[config.mk]
export PLATFORM = sky130hd
export DESIGN_NAME = uart_rx_async
export DESIGN_NICKNAME = d
export VERILOG_FILES = /design/src/rtl/uart_rx_async_pkg.sv /design/src/rtl/uart_rx_filter.sv /design/src/rtl/uart_rx_async.sv
export SDC_FILE = /design/constraint.sdc
export NUM_CORES = 1
export LEC_CHECK = 0
export CORE_UTILIZATION = 50
export CTS_CLUSTER_DIAMETER = 150
export DETAILED_ROUTE_END_ITERATION = 8
export PLACE_DENSITY = 0.73
export SLEW_MARGIN = 10
export SYNTH_ARGS = -nofsm -noshare
export SYNTH_HDL_FRONTEND = slang
export SYNTH_HIERARCHICAL = 1
export SYNTH_SLANG_ARGS = --single-unit
[constraint.sdc]
create_clock -name clk -period 3.4 [get_ports clk]
set_clock_uncertainty 0.2 [all_clocks]
set_input_delay 0.68 -clock clk [delete_from_list [all_inputs] [get_ports clk]]
set_output_delay 0.68 -clock clk [all_outputs]
set_load 0.05 [all_outputs]
[src/rtl/uart_rx_async_pkg.sv]
// Shared definitions for the asynchronous UART receiver: state encoding and
// oversampling tick positions.
package uart_rx_async_pkg;

  typedef enum logic [2:0] {
    RX_IDLE   = 3'd0,
    RX_START  = 3'd1,
    RX_DATA   = 3'd2,
    RX_PARITY = 3'd3,
    RX_STOP   = 3'd4
  } rx_state_e;

  // Oversample tick at the middle of the start bit and at one full bit later.
  localparam logic [3:0] SAMP_MID = 4'd7;
  localparam logic [3:0] SAMP_END = 4'd15;

  // Index of the final data bit for the selected word length.
  function automatic logic [2:0] last_bit_idx(input logic bit8);
    return bit8 ? 3'd7 : 3'd6;
  endfunction

endpackage

[src/rtl/uart_rx_filter.sv]
// Input conditioning for the serial line: a 2-flop synchroniser followed by a
// 3-sample majority filter clocked by the 16x baud enable.
module uart_rx_filter (
  input  logic i_clk,
  input  logic i_reset_n,
  input  logic i_baud_clock,
  input  logic i_rx,
  output logic o_rx_f
);

  logic [1:0] r_sync;
  logic [2:0] r_samp;

  // Bring the asynchronous pin into the clk domain; idle level is high.
  always_ff @(posedge i_clk or negedge i_reset_n) begin
    if (!i_reset_n) begin
      r_sync <= 2'b11;
    end else begin
      r_sync <= {r_sync[0], i_rx};
    end
  end

  // Keep the last three synchronised samples taken on baud ticks.
  always_ff @(posedge i_clk or negedge i_reset_n) begin
    if (!i_reset_n) begin
      r_samp <= 3'b111;
    end else if (i_baud_clock) begin
      r_samp <= {r_samp[1:0], r_sync[1]};
    end
  end

  // Majority of three rejects single-sample spikes.
  assign o_rx_f = (r_samp[0] & r_samp[1]) | (r_samp[0] & r_samp[2]) | (r_samp[1] & r_samp[2]);

endmodule

[src/rtl/uart_rx_async.sv]
// Asynchronous UART receiver: 16x oversampled, 7/8 data bits LSB first,
// optional parity, one stop bit; delivers bytes to a holding register or an
// external RX FIFO and keeps sticky error flags.
module uart_rx_async
  import uart_rx_async_pkg::*;
#(
  parameter int unsigned RX_FIFO = 0
) (
  input  logic       clk,
  input  logic       reset_n,
  input  logic       baud_clock,
  input  logic       rx,
  input  logic       bit8,
  input  logic       parity_en,
  input  logic       odd_n_even,
  input  logic       read_rx_byte,
  input  logic       clear_parity,
  input  logic       clear_framing,
  input  logic       fifo_full,
  input  logic       fifo_empty,
  output logic [7:0] rx_byte,
  output logic       rxrdy,
  output logic       parity_err,
  output logic       framing_err,
  output logic       overflow,
  output logic       fifo_write_n,
  output logic       rx_idle
);

  logic       w_rx_f;
  logic       w_complete;

  rx_state_e  r_state;
  logic [3:0] r_samp_cnt;
  logic [2:0] r_bit_cnt;
  logic [7:0] r_shift;
  logic       r_acc;
  logic       r_perr;
  logic       r_armed;

  logic [7:0] r_rx_byte;
  logic       r_rxrdy;
  logic       r_parity_err;
  logic       r_framing_err;
  logic       r_overflow;
  logic       r_fifo_write_n;

  uart_rx_filter u_filter (
    .i_clk        (clk),
    .i_reset_n    (reset_n),
    .i_baud_clock (baud_clock),
    .i_rx         (rx),
    .o_rx_f       (w_rx_f)
  );

  // Receive FSM with sample/bit counters, shift register and parity check.
  always_ff @(posedge clk or negedge reset_n) begin
    if (!reset_n) begin
      r_state    <= RX_IDLE;
      r_samp_cnt <= 4'd0;
      r_bit_cnt  <= 3'd0;
      r_shift    <= 8'd0;
      r_acc      <= 1'b0;
      r_perr     <= 1'b0;
      r_armed    <= 1'b0;
    end else if (baud_clock) begin
      unique case (r_state)
        RX_IDLE: begin
          if (r_armed && !w_rx_f) begin
            r_state    <= RX_START;
            r_samp_cnt <= 4'd0;
          end else if (w_rx_f) begin
            r_armed <= 1'b1;
          end
        end
        RX_START: begin
          if (r_samp_cnt == SAMP_MID) begin
            if (!w_rx_f) begin
              r_state    <= RX_DATA;
              r_samp_cnt <= 4'd0;
              r_bit_cnt  <= 3'd0;
              r_shift    <= 8'd0;
              r_acc      <= 1'b0;
              r_perr     <= 1'b0;
            end else begin
              r_state <= RX_IDLE;
            end
          end else begin
            r_samp_cnt <= r_samp_cnt + 4'd1;
          end
        end
        RX_DATA: begin
          r_samp_cnt <= r_samp_cnt + 4'd1;
          if (r_samp_cnt == SAMP_END) begin
            r_shift[r_bit_cnt] <= w_rx_f;
            r_acc              <= r_acc ^ w_rx_f;
            // bit_cnt saturating at 7 guarantees exit even if bit8 changes mid-frame.
            if (r_bit_cnt == last_bit_idx(bit8) || r_bit_cnt == 3'd7) begin
              r_state <= parity_en ? RX_PARITY : RX_STOP;
            end else begin
              r_bit_cnt <= r_bit_cnt + 3'd1;
            end
          end
        end
        RX_PARITY: begin
          r_samp_cnt <= r_samp_cnt + 4'd1;
          if (r_samp_cnt == SAMP_END) begin
            r_perr  <= ((r_acc ^ w_rx_f) != odd_n_even);
            r_state <= RX_STOP;
          end
        end
        RX_STOP: begin
          r_samp_cnt <= r_samp_cnt + 4'd1;
          if (r_samp_cnt == SAMP_END) begin
            r_state <= RX_IDLE;
            // A low stop bit (break) blocks a new start until the line idles high.
            r_armed <= w_rx_f;
          end
        end
        default: r_state <= RX_IDLE;
      endcase
    end
  end

  assign w_complete = baud_clock && (r_state == RX_STOP) && (r_samp_cnt == SAMP_END);

  // Byte delivery and sticky flags; sets are written last so they beat clears.
  always_ff @(posedge clk or negedge reset_n) begin
    if (!reset_n) begin
      r_rx_byte      <= 8'd0;
      r_rxrdy        <= 1'b0;
      r_parity_err   <= 1'b0;
      r_framing_err  <= 1'b0;
      r_overflow     <= 1'b0;
      r_fifo_write_n <= 1'b1;
    end else begin
      r_fifo_write_n <= 1'b1;
      if (read_rx_byte) begin
        if (RX_FIFO == 0) r_rxrdy <= 1'b0;
        r_overflow <= 1'b0;
      end
      if (clear_parity)  r_parity_err  <= 1'b0;
      if (clear_framing) r_framing_err <= 1'b0;
      if (RX_FIFO != 0)  r_rxrdy <= !fifo_empty;
      if (w_complete) begin
        if (!w_rx_f) r_framing_err <= 1'b1;
        if (r_perr)  r_parity_err  <= 1'b1;
        if (RX_FIFO == 0) begin
          if (!r_rxrdy) begin
            r_rx_byte <= r_shift;
            r_rxrdy   <= 1'b1;
          end else begin
            r_overflow <= 1'b1;
          end
        end else begin
          if (!fifo_full) begin
            r_rx_byte      <= r_shift;
            r_fifo_write_n <= 1'b0;
          end else begin
            r_overflow <= 1'b1;
          end
        end
      end
    end
  end

  assign rx_byte      = r_rx_byte;
  assign rxrdy        = r_rxrdy;
  assign parity_err   = r_parity_err;
  assign framing_err  = r_framing_err;
  assign overflow     = r_overflow;
  assign fifo_write_n = r_fifo_write_n;
  assign rx_idle      = (r_state == RX_IDLE);

endmodule

# Yosys cells after proc, flatten, opt, wreduce, memory -nomap -nowiden
# Cells that the tools add are included.
[totals]
regBits = 38
in_bits = 12
out_inout_bits = 14
word_cells = 112
[op_classes]
n_addsub = 2
order_cmp = 2
eq_ne = 20
muxes = 48
bitwise = 7
reduce_logical = 19
[op_table]
columns = ["op", "count"]
rows = [
  ["two-way mux 3 bit", 11],
  ["two-way mux 8 bit", 3],
  ["two-way mux 1 bit", 21],
  ["!= test 2 bit, second input constant", 8],
  ["one-hot mux 8 bit (2 select lines)", 1],
  ["one-hot mux 3 bit (5 select lines)", 1],
  ["AND reduction 5 bit", 3],
  ["two-way mux 4 bit", 3],
  ["one-hot mux 4 bit (3 select lines)", 1],
  ["bitwise mux 8 bit", 1],
  ["AND reduction 7 bit", 1],
  ["equality test 3 x 2 -> 1 bit, second input constant", 2],
  ["equality test 3 bit, second input constant", 2],
  ["one-hot mux 1 bit (2 select lines)", 3],
  ["one-hot mux 3 bit (2 select lines)", 1],
  ["AND reduction 6 bit", 1],
  ["nonzero test 2 bit", 3],
  ["adder 4 x 1 -> 4 bit, second input constant", 1],
  ["equality test 4 x 3 -> 1 bit, second input constant", 1],
  ["equality test 4 bit, second input constant", 1],
  ["logical AND 1 bit", 4],
  ["less-than comparator 3 x 4 -> 1 bit, second input constant", 1],
  ["!= test 2 x 1 -> 1 bit, second input constant", 2],
  ["AND reduction 4 bit", 1],
  ["other kinds (18)", 21],
]

# Longest topological paths before layout
# Gate-level depths: netlist of run 1.
[logic_depth]
ltp_word = 7
depth_mapped = 6
ltp_nobuf = 6

# Modules after synthesis
# Netlist of run 1, hierarchy kept.
[modules_own_cells]
columns = ["mod", "instances", "cells_each", "area_per_inst_um2", "seq_area_each_um2"]
rows = [
  ["uart_rx_async", 1, 181, 1826.8, 825.8],
  ["uart_rx_filter", 1, 9, 176.4, 131.4],
]

# Worst setup path before layout of run 1
# Ideal clock, no wire load.
[synth_timing]
path_kind = "register -> register"
startpoint = "reg r_state[1]"
endpoint = "reg r_state[0]"
setup_ps = 125
arrival_time_ps = 2441
required_ps = 3075
path_slack_ps = 634
path_stages_with_launch = 5
path_buffers = 1
period_less_slack_ps = 2766
cell_sequence = "dfrtp_1 clkbuf_1 nor3_1 a221oi_1 mux2_2"
[synth_via]
elab_chain_cells = 3
elab_cells_between_ends = 13
classes_between = "eq/ne: 10; mux: 1; reduce/logical: 2"
[synth_lines]
columns = ["item", "line", "text"]
rows = [
  ["start: declaration", "uart_rx_async.sv:33", "rx_state_e r_state;"],
  ["start signal: assignment", "uart_rx_async.sv:99", "r_state <= parity_en ? RX_PARITY : RX_STOP;"],
  ["logical NOT 3 bit *", "n/a", ""],
  ["net rx_idle", "uart_rx_async.sv:27", "output logic rx_idle"],
  ["!= test 2 x 1 -> 1 bit (no line)", "n/a", ""],
  ["AND reduction 7 bit (no line)", "n/a", ""],
]
# Mark *: on every way through the listed nets, which the timed path passes. The rest lies on a longest branch.
# A chain may end at the register's enable or synchronous reset.

# Worst setup path in the final report of run 1
[layout_timing]
startpoint = "reg r_state[1]"
endpoint = "out rx_idle"
[layout_via]
elab_chain_cells = 1
[layout_lines]
columns = ["item", "line", "text"]
rows = [
  ["logical NOT 3 bit", "uart_rx_async.sv:173", "assign rx_idle = (r_state == RX_IDLE);"],
  ["end: declaration", "uart_rx_async.sv:27", ""],
]
# No other way between the ends.

==> flow_metrics.env, run 1 <==
export IMPL_post_cts_resized=0
export IMPL_ys_top_cells_by_area="dfrtp_1, mux2_2, dfstp_2"
export IMPL_clkPwrFrac=0.200
export IMPL_hpwl_um=2710
export IMPL_cts_sinks=38
export IMPL_start_util=0.535
export IMPL_switching_share=0.394
export IMPL_p_int_mw=0.939
export IMPL_die_y_um=65.3
export IMPL_core_area_mm2=0.00374
export IMPL_synth_top_cell_area_share=0.412
export IMPL_die_area_mm2=0.00426
export IMPL_ys_flop_type="dfrtp_1"
export IMPL_vias=1506
export IMPL_crit_arrival_ps=2020
export IMPL_via_per_inst=5.88
export IMPL_fin_util=0.614
export IMPL_drt_met1_wl_um=1730
export IMPL_rows=22
export IMPL_synth_cells=190
export IMPL_drc=0
export IMPL_syn_mean_instance_area_um2=10.5
export IMPL_hold_ws_ps=160
export IMPL_port_buffers=22
export IMPL_hp_start="u_filter/r_sync[0]"
export IMPL_top_layer="met4"
export IMPL_wl_met3_um=161
export IMPL_finalCritPeriodShare=0.854
export IMPL_dp_cells=248
export IMPL_wl_per_cell_um=14.9
export IMPL_nNetsFinal=222
export IMPL_final_cell_mix="dfrtp_1, clkdlybuf4s50_1, mux2_2, inv_1, nand2_1"
export IMPL_drt_iter0_drc=90
export IMPL_worst_pin_slew_ps=807
export IMPL_drive_above_1_share=0.173
export IMPL_synth_seq_cells=38
export IMPL_cp_max_fo=14
export IMPL_synth_cell_type_count=47
export IMPL_status="finished, final reports clean"
export IMPL_power_frac_seq=0.436
export IMPL_max_slew_margin=0.462
export IMPL_r2r_slack_ps=910
export IMPL_worstSetupPathType="reg -> out"
export IMPL_syn_num_nets=205
export IMPL_wl_met2_um=1870
export IMPL_crit_start="r_state[1]"
export IMPL_post_cts_buffers=0
export IMPL_area_delta_synth_final_pct=14.8
export IMPL_min_path_type="reg -> reg"
export IMPL_final_common_cell="dfrtp_1"
export IMPL_combPwrFrac=0.364
export IMPL_crit_path_end_kind="primary output"
export IMPL_fmax_mhz=344
export IMPL_rsz0062_at_grt="false"
export IMPL_num_antenna_cells=0
export IMPL_r2r_start="u_filter/r_samp[0]"
export IMPL_antenna_found_initial=0
export IMPL_final_max_slew_violation_count=0
export IMPL_ant_nets=0
export IMPL_grt_usage=0.211
export IMPL_grt_overflow_total=0
export IMPL_ff2ff_path_depth=4
export IMPL_synthesis_area_mm2=0.00200
export IMPL_switching_power_mw=0.612
export IMPL_grt_max_degree=39
export IMPL_die_w_um=65.3
export IMPL_crit_required_ps=2520
export IMPL_routed_wl_um=3820
export IMPL_clk_pin_slew_ps=70
export IMPL_clk_root_buffer_cell="clkbuf_8"
export IMPL_drv_cap=0
export IMPL_path_cells="nor3_1, clkdlybuf4s50_1"
export IMPL_clk_latency_ps=290
export IMPL_htree_num_levels=2
export IMPL_min_period_ps=2900
export IMPL_leakage_nw=0.976
export IMPL_timing_rr_end="r_bit_cnt[2]"
export IMPL_seq_area_frac_synth=0.478
export IMPL_grt_pass1_vias=1553
export IMPL_cts_hold_buffers_added=0
export IMPL_synth_async_sr_flop_share=1.00
export IMPL_firstDrtPassIters=4
export IMPL_gp_congestion=0.795
export IMPL_ir_drop_uv=476
export IMPL_cts_tree="yes"
export IMPL_final_hold_viol_count=0
export IMPL_io_pins=26
export IMPL_grt_pass1_wl_um=6750
export IMPL_power_density_mw_per_mm2=674
export IMPL_cp_start_kind="flop"
export IMPL_ys_warn_count=6
export IMPL_cts_buffer_depth=2
export IMPL_setup_tns_ps=0
export IMPL_final_cells=256
export IMPL_yosys_area_top_type="dfrtp_1"
export IMPL_critPathCapture="rx_idle"
export IMPL_cpMaxStageDelayCell="clkdlybuf4s50_1"
export IMPL_cts_buffers_inserted=5
export IMPL_cpPeakStageDelay_ps=860
export IMPL_synth_edf_count=0
export IMPL_finalSetupViolCount=0
[worst min path at each step]
stage | to | cells past startpoint
floorplan | u_filter/r_sync[1] | 0
global placement | u_filter/r_sync[1] | 0
detailed placement | u_filter/r_sync[1] | 0
CTS | u_filter/r_sync[1] | 0
global route | u_filter/r_sync[1] | 0
finish | u_filter/r_sync[1] | 0
[kinds of logic after synthesis]
logic type | share of synthesized area
other | 0.00187
muxes | 0.106
AOI/OAI and AO/OA | 0.157
and+or+nand+nor | 0.162
xor gates and xnor gates | 0.0131
DFF | 0.478
buffers and inverters | 0.0568
adders and majority gates | 0.0244
[final cells by class]
cell class	instances	area, um^2
Clock buffer	8	90.1
Sequential cell	38	957
Fill cell	324	1440
Timing Repair Buffer	22	215
Tap cell	48	60.1
Multi-Input combinational cell	128	932
Inverter	12	45.0
[power by group through the flow]
stage                     sequential (mW)  combinational (mW)  clock (mW)
after floorplan                     0.580               0.543           0
after global placement              0.668               0.531           0
after detailed placement            0.678               0.557           0
after CTS                           0.671               0.561       0.320
after global routing                0.691               0.637       0.344
final                               0.677               0.565       0.309
[cells in the mapped netlist (3+ instances only)]
master and count:
o31ai_1 10, mux2i_1 4, nor3_1 6, a21oi_1 5, a31oi_1 6, nand3_1 9, nand2_1 12, mux2_2 14
dfstp_2 5, nand2b_1 3, inv_1 12, buf_2 4, o21ai_0 7, ha_1 3, dfrtp_1 33, nor2_1 10
o211ai_1 3, nor3b_1 3, o41ai_1 4, clkbuf_1 5
[critical path: cells and delay by family (launching register included)]
| kind | cells | cell delay (ps) |
|---|---|---|
| simple gates | 1 | 350 |
| buf+inv | 1 | 860 |
| flops | 1 | 520 |
[state kept, by name (all words and copies together), names as in the netlist]
name             count
r_perr               1
u_filter/r_samp      3
r_shift              8
rxrdy                1
r_armed              1
r_acc                1
r_samp_cnt           4
parity_err           1
rx_byte              8
framing_err          1
overflow             1
r_state              3
r_bit_cnt            3
u_filter/r_sync      2
[layer usage]
| metal | vias to the layer above | track usage |
|---|---|---|
| li1 | 723 | - |
| met2 | 50 | 0.354 |
| met3 | 5 | 0.0573 |
| met5 | - | 0 |
| met4 | 0 | 0.120 |
| met1 | 728 | 0.239 |
[metrics by stage]
stage	instance area (um^2)	total power [mW]	setup slack, ps
2_1_floorplan	2000	1.12	634
3_3_place_gp	2210	1.20	577
3_5_place_dp	2210	1.24	515
4_1_cts	2300	1.55	494
5_1_grt	2300	1.67	389
6_report	2300	1.55	495
Power figures use the tool's default switching activity.
==> inputs of run 2 (changes only) <==
Clock period 3.4 ns to 3.5 ns, I/O delays scaled along.
==> run 2 against run 1 <==
  * Sequential cell count unchanged
  * Critical path depth stayed put
  * Clock-buffer cell count down 1
  * First-iteration DRC count shrank 29%
  * Global-route usage shrank 0.47 points
  * Non-clock buffer count unchanged
  * Die area unchanged
  * Final cell count shrank 0.39%
  * Hold slack about the same
  * Clock power fell by 11%
  * Sequential power is 4.0% lower
  * Critical path type unchanged
  * Total power fell by 5.3%
==> flow_metrics.env, run 2 (synthesis results as in run 1) <==
export IMPL_worst_pin_slew_ps=809
export IMPL_final_cells=255
export IMPL_power_density_mw_per_mm2=642
export IMPL_io_pins=26
export IMPL_crit_arrival_ps=1980
export IMPL_path_cells="nor3_1, clkdlybuf4s50_1"
export IMPL_firstDrtPassIters=4
export IMPL_nNetsFinal=222
export IMPL_p_total_mw=1.47
export IMPL_final_hold_viol_count=0
export IMPL_die_y_um=65.3
export IMPL_gp_congestion=0.794
export IMPL_routed_wl_um=3700
export IMPL_hold_ws_ps=160
export IMPL_finalSetupViolCount=0
export IMPL_final_max_slew_violation_count=0
export IMPL_grt_usage=0.206
export IMPL_pre_cts_slack_ps=618
export IMPL_grt_pass1_vias=1512
export IMPL_cpMaxStageDelayCell="clkdlybuf4s50_1"
export IMPL_fmax_mhz=347
export IMPL_grt_overflow_total=0
export IMPL_post_cts_resized=0
export IMPL_status="finished, final reports clean"
export IMPL_fin_util=0.611
export IMPL_dpl_cell_area_mm2=0.00221
export IMPL_min_period_ps=2880
export IMPL_combPwrFrac=0.369
export IMPL_power_frac_seq=0.443
export IMPL_cpPeakStageDelay_ps=870
export IMPL_switching_share=0.395
export IMPL_leakage_nw=0.969
export IMPL_clk_latency_ps=290
export IMPL_clkPwrFrac=0.188
export IMPL_fin_ws_ps=618
export IMPL_area_delta_synth_final_pct=14.1
export IMPL_die_area_mm2=0.00426
export IMPL_max_slew_margin=0.460
export IMPL_drv_cap=0
export IMPL_rsz0062_at_grt="false"
export IMPL_cts_tree="yes"
export IMPL_grt_pass1_wl_um=6590
export IMPL_switching_power_mw=0.579
export IMPL_final_common_cell="dfrtp_1"
export IMPL_via_per_inst=5.79
export IMPL_antenna_found_initial=0
export IMPL_ir_drop_uv=340
export IMPL_dp_cells=248
export IMPL_port_buffers=22
export IMPL_worstSetupPathType="reg -> out"
export IMPL_wl_per_cell_um=14.5
export IMPL_htree_num_levels=2
export IMPL_start_util=0.535
export IMPL_grt_max_degree=39
export IMPL_vias=1477
export IMPL_rows=22
export IMPL_core_area_mm2=0.00374
export IMPL_final_cell_mix="dfrtp_1, clkdlybuf4s50_1, mux2_2, inv_1, nand2_1"
export IMPL_finalCritPeriodShare=0.824
export IMPL_fin_area_mm2=0.00229
export IMPL_hpwl_um=2690
export IMPL_die_w_um=65.3
export IMPL_clk_pin_slew_ps=60
export IMPL_crit_path_end_kind="primary output"
export IMPL_clk_root_buffer_cell="clkbuf_8"
export IMPL_cp_start_kind="flop"
export IMPL_drc=0
export IMPL_p_int_mw=0.888
export IMPL_cts_sinks=38
export IMPL_cts_buffers_inserted=5
export IMPL_n_fill_cell=333
export IMPL_ant_nets=0
export IMPL_drive_above_1_share=0.169
export IMPL_cts_buffer_depth=2
export IMPL_cts_hold_buffers_added=0
export IMPL_post_cts_buffers=0
export IMPL_drt_iter0_drc=64
export IMPL_cp_max_fo=14
export IMPL_setup_tns_ps=0
export IMPL_min_path_type="reg -> reg"
export IMPL_num_antenna_cells=0
export IMPL_crit_required_ps=2600
[run 2: cell count changes in the layout (fill, tap and decap cells not counted), sizes merged]
cell	previous run	this run
clkbuf	8	7
[run 2: final cells by class]
class	instances	area, um^2	share of cell area
well taps	48	60.1	0.0263
clock buffers	7	76.3	0.0334
multi-input cells	128	932	0.408
inverters	12	45.0	0.0197
flip-flops and latches	38	957	0.419
repair buffers	22	215	0.0941
[run 2: worst max-delay path: cells and delay by family, from the launching register on]
family                 cells  cell delay, ps
DFF                        1             500
and+or+nand+nor            1             320
buffers and inverters      1             870
[run 2: path summary, 6_finish.rpt]
check                                    from  slack (ps)  depth (start not counted)            endpoint
max in group asynchronous             reset_n        2300                          1          r_state[1]
setup reg to reg           u_filter/r_samp[1]        1000                          4        r_bit_cnt[1]
hold reg to reg            u_filter/r_sync[0]         160                          0  u_filter/r_sync[1]
setup / recovery                   r_state[1]         620                          2             rx_idle
hold / removal             u_filter/r_sync[0]         160                          0  u_filter/r_sync[1]
min in group asynchronous             reset_n         300                          1          parity_err
[run 2: power by group through the flow]
stage          combinational, mW  clock, mW  sequential [mW]
2_1_floorplan              0.528          0            0.563
3_3_place_gp               0.516          0            0.649
3_5_place_dp               0.538          0            0.658
4_1_cts                    0.542      0.286            0.648
5_1_grt                    0.606      0.304            0.671
6_report                   0.541      0.276            0.650
[run 2: metal layers]
metal / vias up / part of all wire / track usage / routed length [um]
met5: - / 0 / 0 / 0
met4: 0 / 0.027 / 0.125 / 99
met3: 10 / 0.040 / 0.0434 / 149
met2: 40 / 0.49 / 0.343 / 1800
met1: 703 / 0.45 / 0.242 / 1650
li1: 724 / - / - / -
==> inputs of run 3 (changes only) <==
Settings changed: CORE_UTILIZATION 50 to 49, PLACE_DENSITY 0.73 to 0.75.
Clock period 3.5 ns to 2.6 ns, I/O delays scaled along.
==> run 3 against run 2 <==
  * Sequential cell count unchanged
  * Die area up 2.0%
  * Hold slack worse by 34 ps
  * Non-clock buffer count up 4
  * Critical path depth up 3
  * Sequential power up 35%
  * Critical path type is now reg -> reg
==> flow_metrics.env, run 3 (synthesis results as in run 1) <==
export IMPL_clk_latency_ps=290
export IMPL_drc=0
export IMPL_cp_start_kind="flop"
export IMPL_setup_tns_ps=0
export IMPL_via_per_inst=5.98
export IMPL_die_y_um=65.9
export IMPL_grt_max_degree=39
export IMPL_area_delta_synth_final_pct=16.1
export IMPL_cts_sinks=38
export IMPL_top_layer="met4"
export IMPL_cts_buffers_inserted=5
export IMPL_ir_drop_uv=547
export IMPL_start_util=0.527
export IMPL_wl_met2_um=1800
export IMPL_ant_nets=0
export IMPL_wl_met3_um=192
export IMPL_nNetsFinal=226
export IMPL_final_common_cell="dfrtp_1"
export IMPL_io_pins=26
export IMPL_worstSetupPathType="reg -> reg"
export IMPL_pre_cts_slack_ps=96.4
export IMPL_rows=22
export IMPL_wl_per_cell_um=15.3
export IMPL_port_buffers=22
export IMPL_cts_hold_buffers_added=0
export IMPL_min_path_type="in -> async"
export IMPL_min_period_ps=2400
export IMPL_worst_pin_slew_ps=829
export IMPL_fmax_mhz=417
export IMPL_die_w_um=65.9
export IMPL_cts_buffer_depth=2
export IMPL_crit_path_end_kind="flop"
export IMPL_drt_iter0_drc=104
export IMPL_clk_pin_slew_ps=70
export IMPL_finalCritPeriodShare=0.922
export IMPL_rsz0062_at_grt="false"
export IMPL_htree_num_levels=2
export IMPL_power_density_mw_per_mm2=876
export IMPL_fin_area_mm2=0.00232
export IMPL_gp_congestion=0.890
export IMPL_grt_pass1_vias=1494
export IMPL_leakage_nw=0.997
export IMPL_grt_pass1_wl_um=6890
export IMPL_dpl_cell_area_mm2=0.00224
export IMPL_antenna_found_initial=0
export IMPL_clk_root_buffer_cell="clkbuf_8"
export IMPL_core_area_mm2=0.00380
export IMPL_post_cts_resized=0
export IMPL_final_cell_mix="dfrtp_1, clkdlybuf4s50_1, mux2_2, inv_1, nand2_1"
export IMPL_post_cts_buffers=0
export IMPL_cp_max_fo=8
export IMPL_status="finished, final reports clean"
export IMPL_final_max_slew_violation_count=0
export IMPL_finalSetupViolCount=0
export IMPL_vias=1555
export IMPL_num_antenna_cells=0
export IMPL_grt_overflow_total=0
export IMPL_drive_above_1_share=0.203
export IMPL_drt_met1_wl_um=1880
export IMPL_drv_cap=0
export IMPL_routed_wl_um=3970
export IMPL_firstDrtPassIters=5
export IMPL_grt_usage=0.211
export IMPL_cts_tree="yes"
export IMPL_final_hold_viol_count=0
export IMPL_crit_arrival_ps=2380
export IMPL_die_area_mm2=0.00435
export IMPL_max_slew_margin=0.447
export IMPL_hpwl_um=2860
export IMPL_crit_required_ps=2580
export IMPL_fin_ws_ps=202
-- run 3: cell type report --
cell class                 instances  area [um^2]
clock buffer                       6         72.6
timing repair buffer              26          243
multi-input combinational        128          937
fill                             315         1470
sequential                        38          957
clock inverter                     2         10.0
tap                               48         60.1
inverter                          12         45.0
-- run 3: worst max-delay path, stage by stage (launching register included) --
cell and delay (ps):
dfstp_2 380, maj3_2 330, or4b_4 560, mux2_4 330, nand2b_4 150, a221o_1 340
-- run 3: final timing paths --
path	from	endpoint	slack, ps	cells past startpoint
worst max-delay path	u_filter/r_samp[0]	r_shift[2]	200	5
worst min-delay path	reset_n	r_shift[1]	130	1
worst max register to register	u_filter/r_samp[0]	r_shift[2]	200	5
worst min register to register	u_filter/r_sync[0]	u_filter/r_sync[1]	170	0
max in group asynchronous	reset_n	r_state[1]	1550	1
min in group clk	u_filter/r_sync[0]	u_filter/r_sync[1]	170	0
-- run 3: per-layer routing --
| metal | vias up | track usage |
|---|---|---|
| met2 | 49 | 0.321 |
| met1 | 757 | 0.279 |
| li1 | 737 | - |
| met5 | - | 0 |
| met3 | 12 | 0.0586 |
| met4 | 0 | 0.0957 |
-- run 3: power by group --
part	switching [mW]	internal (mW)
registers	0.190	0.690
logic	0.428	0.341
clock network	0.203	0.186
-- run 3: stage by stage --
step	utilization	instances	hold WS (ps)	total power [mW]
floorplan	-	190	24.4	1.48
detailed placement	0.590	252	160	1.65
global placement	0.590	252	159	1.60
CTS	0.612	260	147	2.04
global route	0.612	260	176	2.17
finish	0.612	260	126	2.04
